### src/rtl/uart_rx.sv
// UART receiver: 2-flop synchronized input, mid-bit sampling, LSB first.
// One-cycle data_valid / frame_err pulses; BREAK absorbs a held-low line.
module uart_rx #(
    parameter int DELAY_FRAMES = 2812,
    parameter int BIT_PER_WORD = 7
) (
    input  logic                  clk,
    input  logic                  rst,
    input  logic                  rx_pin,
    output logic [BIT_PER_WORD:0] data,
    output logic                  data_valid,
    output logic                  frame_err,
    output logic                  busy,
    output logic [2:0]            led
);

    localparam int IDX_W = (BIT_PER_WORD > 0) ? $clog2(BIT_PER_WORD + 1) : 1;
    localparam logic [24:0] HALF_LAST = 25'(DELAY_FRAMES / 2 - 1);
    localparam logic [24:0] BIT_LAST = 25'(DELAY_FRAMES - 1);
    localparam logic [IDX_W-1:0] IDX_LAST = IDX_W'(BIT_PER_WORD);

    typedef enum logic [2:0] {
        IDLE,
        START,
        DATA,
        STOP,
        BREAK
    } state_t;

    state_t                state_q, state_d;
    logic [1:0]            sync_q;
    logic [24:0]           cnt_q, cnt_d;
    logic [IDX_W-1:0]      idx_q, idx_d;
    logic [BIT_PER_WORD:0] shift_q, shift_d;
    logic [BIT_PER_WORD:0] data_q, data_d;
    logic                  dv_q, dv_d;
    logic                  fe_q, fe_d;
    logic                  rx_s;

    assign rx_s = sync_q[1];

    always_ff @(posedge clk or posedge rst) begin
        if (rst) begin
            state_q <= IDLE;
            sync_q  <= 2'b11;
            cnt_q   <= '0;
            idx_q   <= '0;
            shift_q <= '0;
            data_q  <= '0;
            dv_q    <= 1'b0;
            fe_q    <= 1'b0;
        end else begin
            state_q <= state_d;
            sync_q  <= {sync_q[0], rx_pin};
            cnt_q   <= cnt_d;
            idx_q   <= idx_d;
            shift_q <= shift_d;
            data_q  <= data_d;
            dv_q    <= dv_d;
            fe_q    <= fe_d;
        end
    end

    always_comb begin
        state_d = state_q;
        cnt_d   = cnt_q;
        idx_d   = idx_q;
        shift_d = shift_q;
        data_d  = data_q;
        dv_d    = 1'b0;
        fe_d    = 1'b0;
        unique case (state_q)
            IDLE: begin
                if (!rx_s) begin
                    state_d = START;
                    cnt_d   = '0;
                end
            end
            START: begin
                // Re-check the line at mid start bit to reject glitches
                if (cnt_q == HALF_LAST) begin
                    if (!rx_s) begin
                        state_d = DATA;
                        cnt_d   = '0;
                        idx_d   = '0;
                    end else begin
                        state_d = IDLE;
                    end
                end else begin
                    cnt_d = cnt_q + 25'd1;
                end
            end
            DATA: begin
                if (cnt_q == BIT_LAST) begin
                    shift_d[idx_q] = rx_s;
                    cnt_d = '0;
                    if (idx_q == IDX_LAST) begin
                        state_d = STOP;
                    end else begin
                        idx_d = idx_q + 1'b1;
                    end
                end else begin
                    cnt_d = cnt_q + 25'd1;
                end
            end
            STOP: begin
                if (cnt_q == BIT_LAST) begin
                    cnt_d = '0;
                    if (rx_s) begin
                        data_d  = shift_q;
                        dv_d    = 1'b1;
                        state_d = IDLE;
                    end else begin
                        fe_d    = 1'b1;
                        state_d = BREAK;
                    end
                end else begin
                    cnt_d = cnt_q + 25'd1;
                end
            end
            BREAK: begin
                if (rx_s) begin
                    state_d = IDLE;
                end
            end
            default: state_d = IDLE;
        endcase
    end

    always_comb begin
        led = 3'b010;
        if (state_q == IDLE) begin
            led = 3'b001;
        end else if (state_q == BREAK) begin
            led = 3'b100;
        end
    end

    assign busy       = (state_q != IDLE);
    assign data       = data_q;
    assign data_valid = dv_q;
    assign frame_err  = fe_q;

endmodule
### config.mk
export PLATFORM = sky130hd
export DESIGN_NAME = uart_rx
export DESIGN_NICKNAME = d
export VERILOG_FILES = /design/src/rtl/uart_rx.sv
export SDC_FILE = /design/constraint.sdc
export NUM_CORES = 1
export LEC_CHECK = 0
export ABC_AREA = 1
export CORE_MARGIN = 2
export CORE_UTILIZATION = 45
export CTS_CLUSTER_DIAMETER = 100
export DETAILED_ROUTE_END_ITERATION = 7
export PLACE_DENSITY = 0.72
export SLEW_MARGIN = 20
export SYNTH_ARGS = -nofsm -noshare
export SYNTH_HDL_FRONTEND = slang
export SYNTH_SLANG_ARGS = --single-unit
### constraint.sdc
create_clock -name clk -period 2.2 [get_ports clk]
set_input_delay 0.44 -clock clk [delete_from_list [all_inputs] [get_ports clk]]
set_output_delay 0.44 -clock clk [all_outputs]
set_load 0.005 [all_outputs]
==> run summary <==
Status: completed
CP Data Arrival Time: 1.59 ns
Hold Buf Count CTS: 0
Synth top area share: 32.3%
WHS Path Cells: 0
Syn Nets: 589
Die area: 9180 um^2
Fill cells: 835
CP Launch Type: flop
Skew final: 0.0144 ns
I/O Pins: 17
Post-synth ARST share: 100%
ANT nets after route: 0
Cells along the critical path: nor2_2 > inv_1 > nor2_1 > clkdlybuf4s50_1
Pwr dens: 381 nW/um^2
Most common cell in the synthesized netlist: nand2_1
Largest cells by area after synthesis: dfrtp_1 (32%), nand2_1 (19%), nand3_1 (11%), nor2_1 (6.3%), inv_1 (5.2%)
Max-Cap Viols: 0
Critical path class: flop to primary output
Setup TNS: 0 ns
Post-CTS Resized: 0
Worst path required time: 1.76 ns
Worst skew pair latency: 0.31 ns
Reg2reg start: cnt_q[1]
Worst r2r dst: cnt_q[6]
Starting Density: 46.4%
Diode count: 0
FF+latch area: 1280 um^2
Yosys cell types: 34
Worst Hold Class: flop to flop
Area grow syn2layout: 8.67%
First-pass GRT wire length: 17300 um
Hold Startpoint: sync_q[0]
Min setup slack post-route: 0.175 ns
H-Tree Depth: 2
# rows: 33
Post CTS Setup Buffer Count: 0
Port buffer count: 16
Maximum fanout along the worst path: 3
Core Util, Final: 50.4%
Core Box Area: 8180 um^2
Max-slew headroom: 61.2%
DP Worst Slack: 0.282 ns
Worst R2R Setup Slack: 0.25 ns
Worst R2R Path Depth: 9
Yosys top cell by area: dfrtp_1
Commonest cells post-synth: nand2_1 (195), nand3_1 (86), nor2_1 (64)
Hold EP: sync_q[1]
Slowest cell on crit path: clkdlybuf4s50_1
Yosys reg bits: 51
WL final: 10100 um
Sequential area share after synthesis: 33.7%
Final hold vios: 0
Syn avg cell area: 6.52 um^2
Worst-Margin Slew: 0.581 ns
Post-Syn Area: 3790 um^2
Fin area: 4120 um^2
Die W: 95.8 um
Largest net degree at the start of global routing: 36
DR WL/cell: 14.5 um
Unrepaired setup endpoints after global routing: no
Synth warnings: 0
Nets: 598
Drt initial violations: 232
Gp weighted congestion: 0.919
Total Routing Usage GR: 23.9%
Initial antenna violation count: 0
CTS Buf Count: 5
Clock buffer depth: 2
Die span in y: 95.8 um
Slew Limit Fails: 0
Area taken by multi-input logic gates: 2110 um^2
DRC: 0
Vias per Instance: 5.36
Tmin final: 2.03 ns
Clk root buf: clkbuf_8
Gr ovfl total: 0
Share of cells above drive strength 1: 9.12%
Primary FF master, synth: dfrtp_1
Clk slew on worst S/H paths: 0.09 ns
Fmax: 0.494 GHz
CTS tree: done
IR drop worst, VDD: 0.298 mV
Vias in the first global route: 3444
CTS Sinks: 51
Post-synth EDFFs: 0
Post-DP Area: 4030 um^2
Final setup fails: 0
Crit end category: primary output
Pleak: 1.94 nW
Cells after synthesis: 582
HPWL after DPL: 7290 um
Initial DRT Pass Iterations: 5
Final worst-path cycle share: 92.0%
Max incr delay on CP: 0.52 ns
Vias: 3738
## layout by cell type (no fill, tap or decap), types with 7 or more instances in the layout
cell type | synthesis | routed
clkdlybuf4s50_1 | 0 | 16
a31oi_1 | 7 | 7
nand4_1 | 13 | 13
nor2_1 | 64 | 64
nand2_1 | 195 | 195
buf_4 | 7 | 16
o211ai_1 | 9 | 9
dfrtp_1 | 49 | 49
inv_1 | 53 | 52
o21ai_0 | 12 | 12
o21ai_1 | 12 | 12
nand3_1 | 86 | 86
## power breakdown
part | switching, mW | internal (mW) | total, mW | leakage, nW
Clock | 0.345 | 0.237 | 0.582 | 0.0502
Combinational | 0.0368 | 0.0105 | 0.0473 | 1.20
Sequential | 0.000639 | 0.940 | 0.941 | 0.691
Total | 0.383 | 1.19 | 1.57 | 1.94
## metrics by stage
step | cells | hold WS [ns] | power, mW
detailed placement | 689 | 0.348 | 1.01
CTS | 697 | 0.363 | 1.60
floorplan | 582 | 0.345 | 0.989
global placement | 689 | 0.347 | 1.01
finish | 697 | 0.361 | 1.57
global route | 697 | 0.370 | 1.64
## metal layers
layer / share of wire [%] / wire length [um] / up-vias / track usage, %
met5: 0 / 0 / - / 0
met4: 1.7 / 171 / 0 / 6.79
met3: 4.8 / 483 / 15 / 3.45
met2: 46 / 4620 / 112 / 37.2
met1: 48 / 4850 / 1731 / 34.5
li1: - / - / 1880 / -
## how the worst max path moves through the flow
| stage | depth (start not counted) | to | from | slack, ns |
|---|---|---|---|---|
| finish | 4 | led[2] | state_q[1] | 0.17 |
| global route | 12 | cnt_q[8] | cnt_q[1] | 0.001 |
| CTS | 4 | led[2] | state_q[1] | 0.15 |
| detailed placement | 9 | cnt_q[6] | cnt_q[1] | 0.28 |
| global placement | 9 | cnt_q[13] | cnt_q[2] | 0.34 |
| floorplan | 1 | cnt_q[0] | rst | 0.53 |
## cell type report
| type | count | area share, % |
|---|---|---|
| timing repair buffer | 32 | 6.80 |
| sequential | 51 | 31.0 |
| clock buffer | 5 | 1.67 |
| inverter | 60 | 5.46 |
| clock inverter | 3 | 0.698 |
| tap | 105 | 3.19 |
| multi-input combinational | 441 | 51.2 |
## cell families (layout without fill, tap and decap cells)
| kind of cell | after synthesis | after routing | synth area share [%] |
|---|---|---|---|
| XOR/XNOR | 4 | 4 | 0.923 |
| buffers and inverters | 90 | 100 | 10.7 |
| AND/OR/NAND/NOR | 386 | 386 | 46.3 |
| AO/OA/AOI/OAI | 47 | 47 | 7.09 |
| adder cells (fa/ha/maj) | 4 | 4 | 1.32 |
| flip-flops | 51 | 51 | 33.7 |
## registers in the layout (all words and copies together) (netlist names)
register	count
state_q	3
data_valid	1
idx_q	3
cnt_q	25
sync_q	2
shift_q	8
data	8
frame_err	1
## worst max-delay path, delay by kind of cell (launching register included)
| family | cells | cell delay [ns] |
|---|---|---|
| AND/OR/NAND/NOR | 2 | 0.26 |
| buffers and inverters | 2 | 0.59 |
| flip-flops | 1 | 0.42 |
No activity file was read; power rests on OpenSTA's default activity.
==> patch: new RTL, same flow settings <==
Change the parameter `BIT_PER_WORD` from 7 to 14.
--- a/src/rtl/uart_rx.sv
+++ b/src/rtl/uart_rx.sv
@@ -3,5 +3,5 @@
 module uart_rx #(
     parameter int DELAY_FRAMES = 2812,
-    parameter int BIT_PER_WORD = 7
+    parameter int BIT_PER_WORD = 14
 ) (
     input  logic                  clk,
Ports: changed (resized data); port bits go from 17 to 24. The function was not compared with the original's and may differ.
==> patch against the original RTL <==
  * Wire length grew 1.2%
  * Utilization increased by 2.7 points
  * Cell area increased by 20%
  * Final cell count is 14% higher
  * Worst hold slack gained 0.0017 ns
  * Sequential cell count increased by 15
  * Worst setup slack got worse by 0.074 ns
  * Total power increased by 46%
  * Register-to-register slack barely moved
  * Clock power is 77% higher
  * Global-route usage decreased by 2.5 points
  * Area after synthesis rose by 15%
==> patch: results (changes against the original RTL) <==
status:
  status: "completed"
synth:
  ys_types: 38  # +12%
  synthTopCellsByCount: "215 x nand2_1, 85 x nand3_1, 71 x inv_1"
  synth_cells: 637  # +9.5%
route:
  wirelength_mm: 10.24  # +1.2%
  wl_met1_mm: 4.822  # -0.52%
  dr_total_vias: 4061  # +8.6%
  wl_met3_um: 613  # +27%
placed_design:
  port_buffers: 23  # +7
  place_area_um2: 4741  # +18%
  pre_cts_ws_ns: 0.2244  # -0.05742 ns
  dp_hpwl_mm: 7.372  # +1.2%
worst_setup_path:
  r2r-start: "cnt_q[9]"
  crit_fanout: 4  # +1
  r2r-end: "shift_q[2]"
pwr:
  power_leakage_uw: 0.002389  # +23%
global_routing:
  grt_pass1_vias: 3720  # +8.0%
  met2_usage_pct: 32.98  # -4.2 points
  use_met3_pct: 3.762  # +0.32 points
layout:
  nets: 673  # +13%
  drive_gt1_share_pct: 11.66  # +2.5 points
sta:
  worst_pin_slew_ns: 0.4532  # -0.1281 ns
  holdWs_ns: 0.3631  # +0.001700 ns
  setup_ws_ns: 0.1012  # -0.07378 ns
  fin_skew_ns: 0.01223  # -0.002129 ns
## patch: changes by cell type after synthesis, moves of 6 or more
cell / unedited run / this run
inv_1: 53 / 71
o211ai_1: 9 / 3
nand2_1: 195 / 215
dfrtp_1: 49 / 64
a31oi_1: 7 / 1
o21ai_2: 0 / 10
## patch: power by group
part	internal (µW)	switching (µW)
registers	1220	0.735
clock network	556	472
logic	12.5	39.4
total	1780	512
## patch: area by class of cell
type / instances / area (µm²)
Clock inverter: 4 / 51.30
Multi-Input combinational cell: 467 / 2266
Clock buffer: 12 / 145.1
Fill cell: 900 / 4369
Inverter: 78 / 294.0
Sequential cell: 66 / 1655
Tap cell: 129 / 161.4
Timing Repair Buffer: 42 / 385.4
## patch: logic make-up after synthesis
family | synth area share, %
buf+inv | 10.39
compound gates | 6.514
xor+xnor | 2.009
simple gates | 41.43
fa+ha+maj | 1.722
flops | 37.93
